## src/rtl/field_scan_pkg.sv

```systemverilog
// Shared types, default parameters and scan-direction helpers for field_scan_ctrl.
// Optional feature macro: SCAN_REVERSE_EN (descending scan DEPTH-1 .. 0).
package field_scan_pkg;

  localparam int unsigned DEF_DEPTH     = 4;
  localparam int unsigned DEF_WIDTH     = 12;
  localparam int unsigned DEF_FIELD_LSB = 4;
  localparam int unsigned DEF_FIELD_W   = 2;

  typedef enum logic [1:0] {
    IDLE = 2'd0,
    SEND = 2'd1,
    DONE = 2'd2
  } scan_state_e;

  // Index presented in the first SEND cycle of a scan.
  function automatic int unsigned first_idx(input int unsigned depth);
`ifdef SCAN_REVERSE_EN
    return depth - 1;
`else
    return 0;
`endif
  endfunction

  // Index whose handshake ends the scan.
  function automatic int unsigned last_idx(input int unsigned depth);
`ifdef SCAN_REVERSE_EN
    return 0;
`else
    return depth - 1;
`endif
  endfunction

endpackage

```

## src/rtl/field_scan_ctrl_regfile.sv

```systemverilog
// DEPTH x WIDTH entry array: single write port, async clear, combinational
// field read at an index.
module field_scan_regfile
  import field_scan_pkg::*;
#(
  parameter int unsigned DEPTH     = DEF_DEPTH,
  parameter int unsigned WIDTH     = DEF_WIDTH,
  parameter int unsigned FIELD_LSB = DEF_FIELD_LSB,
  parameter int unsigned FIELD_W   = DEF_FIELD_W,
  parameter int unsigned IDX_W     = $clog2(DEPTH)
) (
  input  logic               clk_i,
  input  logic               rst_n_i,
  input  logic               wr_en_i,
  input  logic [IDX_W-1:0]   wr_addr_i,
  input  logic [WIDTH-1:0]   wr_data_i,
  input  logic [IDX_W-1:0]   rd_idx_i,
  output logic [FIELD_W-1:0] rd_field_o
);

  logic [WIDTH-1:0] mem_q [DEPTH];

  // Entry storage: cleared on reset, updated on a gated write strobe.
  always_ff @(posedge clk_i or negedge rst_n_i) begin
    if (!rst_n_i) begin
      for (int unsigned i = 0; i < DEPTH; i++) begin
        mem_q[i] <= '0;
      end
    end else if (wr_en_i) begin
      mem_q[wr_addr_i] <= wr_data_i;
    end
  end

  // Field extraction from the selected entry.
  always_comb begin
    rd_field_o = FIELD_W'(mem_q[rd_idx_i] >> FIELD_LSB);
  end

endmodule

```

## src/rtl/field_scan_ctrl.sv

```systemverilog
// Scan sequencer: freezes the entry array while busy and streams one bit-field
// per entry to the consumer over valid/ready.
// Optional feature macro: SCAN_REVERSE_EN (descending scan order).
module field_scan_ctrl
  import field_scan_pkg::*;
#(
  parameter int unsigned DEPTH     = DEF_DEPTH,
  parameter int unsigned WIDTH     = DEF_WIDTH,
  parameter int unsigned FIELD_LSB = DEF_FIELD_LSB,
  parameter int unsigned FIELD_W   = DEF_FIELD_W
) (
  input  logic                     clk_i,
  input  logic                     rst_n_i,
  input  logic                     wr_en_i,
  input  logic [$clog2(DEPTH)-1:0] wr_addr_i,
  input  logic [WIDTH-1:0]         wr_data_i,
  output logic                     wr_drop_o,
  input  logic                     start_i,
  output logic                     busy_o,
  output logic                     field_valid_o,
  input  logic                     field_ready_i,
  output logic [$clog2(DEPTH)-1:0] field_idx_o,
  output logic [FIELD_W-1:0]       field_data_o,
  output logic                     done_o
);

  localparam int unsigned IDX_W = $clog2(DEPTH);
  localparam logic [IDX_W-1:0] FIRST_IDX = IDX_W'(first_idx(DEPTH));
  localparam logic [IDX_W-1:0] LAST_IDX  = IDX_W'(last_idx(DEPTH));

  scan_state_e      state_q, state_d;
  logic [IDX_W-1:0] idx_q, idx_d;
  logic             drop_q, drop_d;
  logic             wr_accept;

  field_scan_regfile #(
    .DEPTH     (DEPTH),
    .WIDTH     (WIDTH),
    .FIELD_LSB (FIELD_LSB),
    .FIELD_W   (FIELD_W),
    .IDX_W     (IDX_W)
  ) u_regfile (
    .clk_i      (clk_i),
    .rst_n_i    (rst_n_i),
    .wr_en_i    (wr_accept),
    .wr_addr_i  (wr_addr_i),
    .wr_data_i  (wr_data_i),
    .rd_idx_i   (idx_q),
    .rd_field_o (field_data_o)
  );

  // State, index and write-drop flag registers.
  always_ff @(posedge clk_i or negedge rst_n_i) begin
    if (!rst_n_i) begin
      state_q <= IDLE;
      idx_q   <= '0;
      drop_q  <= 1'b0;
    end else begin
      state_q <= state_d;
      idx_q   <= idx_d;
      drop_q  <= drop_d;
    end
  end

  // Next-state, index advance and write gating.
  always_comb begin
    state_d   = state_q;
    idx_d     = idx_q;
    wr_accept = 1'b0;
    drop_d    = 1'b0;
    unique case (state_q)
      IDLE: begin
        wr_accept = wr_en_i;
        if (start_i) begin
          state_d = SEND;
          idx_d   = FIRST_IDX;
        end
      end
      SEND: begin
        drop_d = wr_en_i;
        if (field_ready_i) begin
          if (idx_q == LAST_IDX) begin
            state_d = DONE;
          end else begin
`ifdef SCAN_REVERSE_EN
            idx_d = idx_q - IDX_W'(1);
`else
            idx_d = idx_q + IDX_W'(1);
`endif
          end
        end
      end
      DONE: begin
        drop_d  = wr_en_i;
        state_d = IDLE;
      end
      default: begin
        state_d = IDLE;
      end
    endcase
  end

  assign field_valid_o = (state_q == SEND);
  assign busy_o        = (state_q != IDLE);
  assign done_o        = (state_q == DONE);
  assign field_idx_o   = idx_q;
  assign wr_drop_o     = drop_q;

endmodule

```

## config.mk

```make
export PLATFORM = sky130hd
export DESIGN_NAME = field_scan_ctrl
export DESIGN_NICKNAME = d
export VERILOG_FILES = /design/src/rtl/field_scan_pkg.sv /design/src/rtl/field_scan_ctrl_regfile.sv /design/src/rtl/field_scan_ctrl.sv
export SDC_FILE = /design/constraint.sdc
export NUM_CORES = 1
export LEC_CHECK = 0
export CAP_MARGIN = 20
export CORE_ASPECT_RATIO = 0.8
export CORE_UTILIZATION = 25
export CTS_CLUSTER_DIAMETER = 40
export CTS_CLUSTER_SIZE = 30
export DETAILED_ROUTE_END_ITERATION = 10
export HOLD_SLACK_MARGIN = 0.05
export SLEW_MARGIN = 20
export SYNTH_ARGS = -nofsm -noshare
export SYNTH_HDL_FRONTEND = slang
export SYNTH_SLANG_ARGS = --single-unit
```

## constraint.sdc

```tcl
create_clock -name clk_i -period 4.6 [get_ports clk_i]
set_input_delay 1.38 -clock clk_i [delete_from_list [all_inputs] [get_ports clk_i]]
set_output_delay 1.38 -clock clk_i [all_outputs]
set_load 0.02 [all_outputs]
```

==> flow_metrics.env, run 1 <==
export IMPL_synth_nets=79
export IMPL_syn_area_um2=710.7
export IMPL_r2r_setup_slack_ns=2.93
export IMPL_p_clk_frac=0.126
export IMPL_fin_crit_ns=3.218
export IMPL_synth_edf_count=0
export IMPL_ys_ff_latch=13
export IMPL_dp_cells=106
export IMPL_switching_power_mw=0.2092
export IMPL_drive_gt1_frac=0.1351
export IMPL_dp_slack_ns=1.677
export IMPL_fin_area_um2=943.4
export IMPL_postRouteAntennaNets=0
export IMPL_grt_total_usage=0.1020
export IMPL_die_h_um=49.69
export IMPL_synth_largest_area_cell="dfrtp_1"
export IMPL_die_area_um2=3061
export IMPL_crit_path_end_kind="primary output"
export IMPL_viasPerCell=4.264
export IMPL_ys_warnings_count=0
export IMPL_synthTopCellsByArea="dfrtp_1, mux2_1, ha_1"
export IMPL_dr_pass1_iters=4
export IMPL_setup_ws_ns=1.382
export IMPL_crit_type="reg2out"
export IMPL_synth_common_cells="dfrtp_1, mux2_1, ha_1"
export IMPL_start_util=0.2773
export IMPL_numCtsBuffers=3
export IMPL_fin_crit_sh=0.6996
export IMPL_leakagePower_nw=0.3989
export IMPL_postSynthCellCount=54
export IMPL_crit_chain="mux4_2, clkdlybuf4s50_1"
export IMPL_finalSetupViolations=0
export IMPL_cts_tree="done"
export IMPL_cap_violations=0
export IMPL_vias=469
export IMPL_coreArea_um2=2562
export IMPL_yosysTopAreaCellShare=0.4577
export IMPL_grt_max_degree=14
export IMPL_reg2reg_depth=5
export IMPL_fin_util=0.3682
export IMPL_post_cts_setup_buffers=0
export IMPL_drc=0
export IMPL_arrival_ns=1.84
export IMPL_power_frac_seq=0.349
export IMPL_critPathMaxFanout=6
export IMPL_cp_start_kind="flop"
export IMPL_drtIter0Drc=7
export IMPL_ir_drop_v=0.0002064
export IMPL_globalRouteOverflowTotal=0
export IMPL_hpwl_um=1019
export IMPL_yosys_cell_count_top_type="dfrtp_1"
export IMPL_tns_ns=0
export IMPL_post_dp_cell_area_um2=915.9
export IMPL_swShare=0.3676
export IMPL_powerDensity_nw_per_um2=603.2
export IMPL_cts_root_buffer_cell="clkbuf_4"
export IMPL_worst_path_buf_inv=1
export IMPL_wl_per_cell_um=11.60
export IMPL_finalPower_mw=0.5690
export IMPL_clock_fmax_mhz=310.7
export IMPL_slowest_stage="clkdlybuf4s50_1"
export IMPL_hold_buffers=0
export IMPL_p_comb_frac=0.525
export IMPL_ys_types=20
export IMPL_area_growth_syn_to_layout_pct=32.75
export IMPL_grt_pass1_vias=468
export IMPL_clock_skew_ns=0.004360
export IMPL_layout_cells_non_filler=110
export IMPL_worstMarginPinSlew_ns=0.6049
export IMPL_portBuffers=16
export IMPL_cp_top_family="buffers and inverters"
export IMPL_hold_violations=0
export IMPL_cp_data_required_time_ns=3.22
export IMPL_diodes=0
export IMPL_cts_resized_gates=0
export IMPL_clk_latency_ns=0.28
export IMPL_status="completed"
export IMPL_clock_path_buffers=2
export IMPL_max_slew_margin_rel=0.5955
export IMPL_cpPeakStageDelay_ns=0.55
export IMPL_gp_congestion=0.7328
export IMPL_fp_dieW_um=61.61
export IMPL_io_pin_count=27
export IMPL_antenna_found_initial=0
export IMPL_grt_pass1_wl_um=2159
export IMPL_hold_start="u_regfile.mem_q[29]"
export IMPL_hold_class="reg2reg"
export IMPL_r2r_end="field_idx_o[0]"
export IMPL_syn_area_per_cell_um2=13.16
export IMPL_ys_flop_type="dfrtp_1"
export IMPL_yosysSeqAreaShare=0.4577
export IMPL_holdPathEnd="u_regfile.mem_q[29]"
export IMPL_hold_depth=1
export IMPL_htree_levels=1
export IMPL_clk_pin_slew_worst_paths_ns=0.08
export IMPL_routed_wl_um=1276
export IMPL_placementRows=16
export IMPL_cell_internal_pwr_mw=0.3599
export IMPL_cts_sinks=13
export IMPL_rsz0062_at_grt="false"
export IMPL_whs_ns=0.4983
export IMPL_synthArstFlopShare=1.000
export IMPL_r2r_start="state_q[1]"
export IMPL_final_nets=100
export IMPL_maxSlewViolCount=0
[per-layer routing]
| metal | vias to the layer above | global-route usage | wire length (µm) |
|---|---|---|---|
| li1 | 235 | - | - |
| met1 | 220 | 0.1421 | 640 |
| met2 | 12 | 0.1326 | 522 |
| met3 | 2 | 0.05512 | 99 |
| met4 | 0 | 0.03333 | 13 |
| met5 | - | 0 | 0 |
[cell type report]
| type | count | area [µm²] |
|---|---|---|
| clock buffer | 3 | 22.52 |
| clock inverter | 1 | 5.005 |
| fill | 275 | 1619 |
| inverter | 4 | 15.01 |
| multi-input combinational | 37 | 370.4 |
| sequential | 13 | 325.3 |
| tap | 36 | 45.04 |
| timing repair buffer | 16 | 160.2 |
[flip-flops by register name (all words and copies together) (netlist names)]
signal,cells
u_regfile.mem_q,8
field_idx_o,2
state_q,2
wr_drop_o,1
[power groups by stage]
stage	clock network, mW	logic, mW	registers (mW)
after floorplan	0	0.190	0.204
after global placement	0	0.301	0.199
after detailed placement	0	0.303	0.201
after CTS	0.0750	0.304	0.199
after global routing	0.0800	0.332	0.206
final	0.0716	0.299	0.199
[cell families (layout without fill, tap and decap cells)]
logic type | Yosys count | in the layout | share of synthesized area
AOI/OAI and AO/OA | 5 | 5 | 0.04577
buffers and inverters | 4 | 24 | 0.02112
DFF | 13 | 13 | 0.4577
muxes | 12 | 12 | 0.2201
and+or+nand+nor | 14 | 14 | 0.1496
adders and majority gates | 6 | 6 | 0.1056
[cells in the final DEF, fill, tap and decap left out, drive strengths merged]
cell type and n:
a21bo 1, dfrtp 13, o21ai 1, nand4b 2, a21oi 2, and2 2, mux2i 1, inv 4
nand4 1, clkinv 1, ha 6, nand2 3, mux2 9, mux4 2, o21a 1, nor2 1
nor4 1, clkdlybuf4s50 16, nor3 1, clkbuf 3, nor2b 3
[how the worst max path moves through the flow]
stage,start,cells after the start,to
3_5_place_dp,field_idx_o[0],2,field_data_o[0]
3_3_place_gp,field_idx_o[0],2,field_data_o[0]
4_1_cts,field_idx_o[0],2,field_data_o[0]
2_1_floorplan,field_idx_o[0],1,field_data_o[0]
5_1_grt,field_idx_o[0],2,field_data_o[0]
6_report,field_idx_o[0],2,field_data_o[0]
(Power assumes the default switching activity.)
==> run 2: changes to the inputs <==
Clock period 4.6 ns to 3.3 ns, I/O delays scaled along.
==> results of run 2 <==
Same layout as run 1 (identical final DEF). Status: completed.
Among the figures that moved: setup slack after placement 1.677 ns -> 0.7671 ns; setup slack after layout 1.382 ns -> 0.4718 ns; register-to-register setup slack 2.93 ns -> 1.63 ns; total power 0.5690 mW -> 0.7932 mW; worst IR drop on VDD 0.0002064 V -> 0.0002877 V
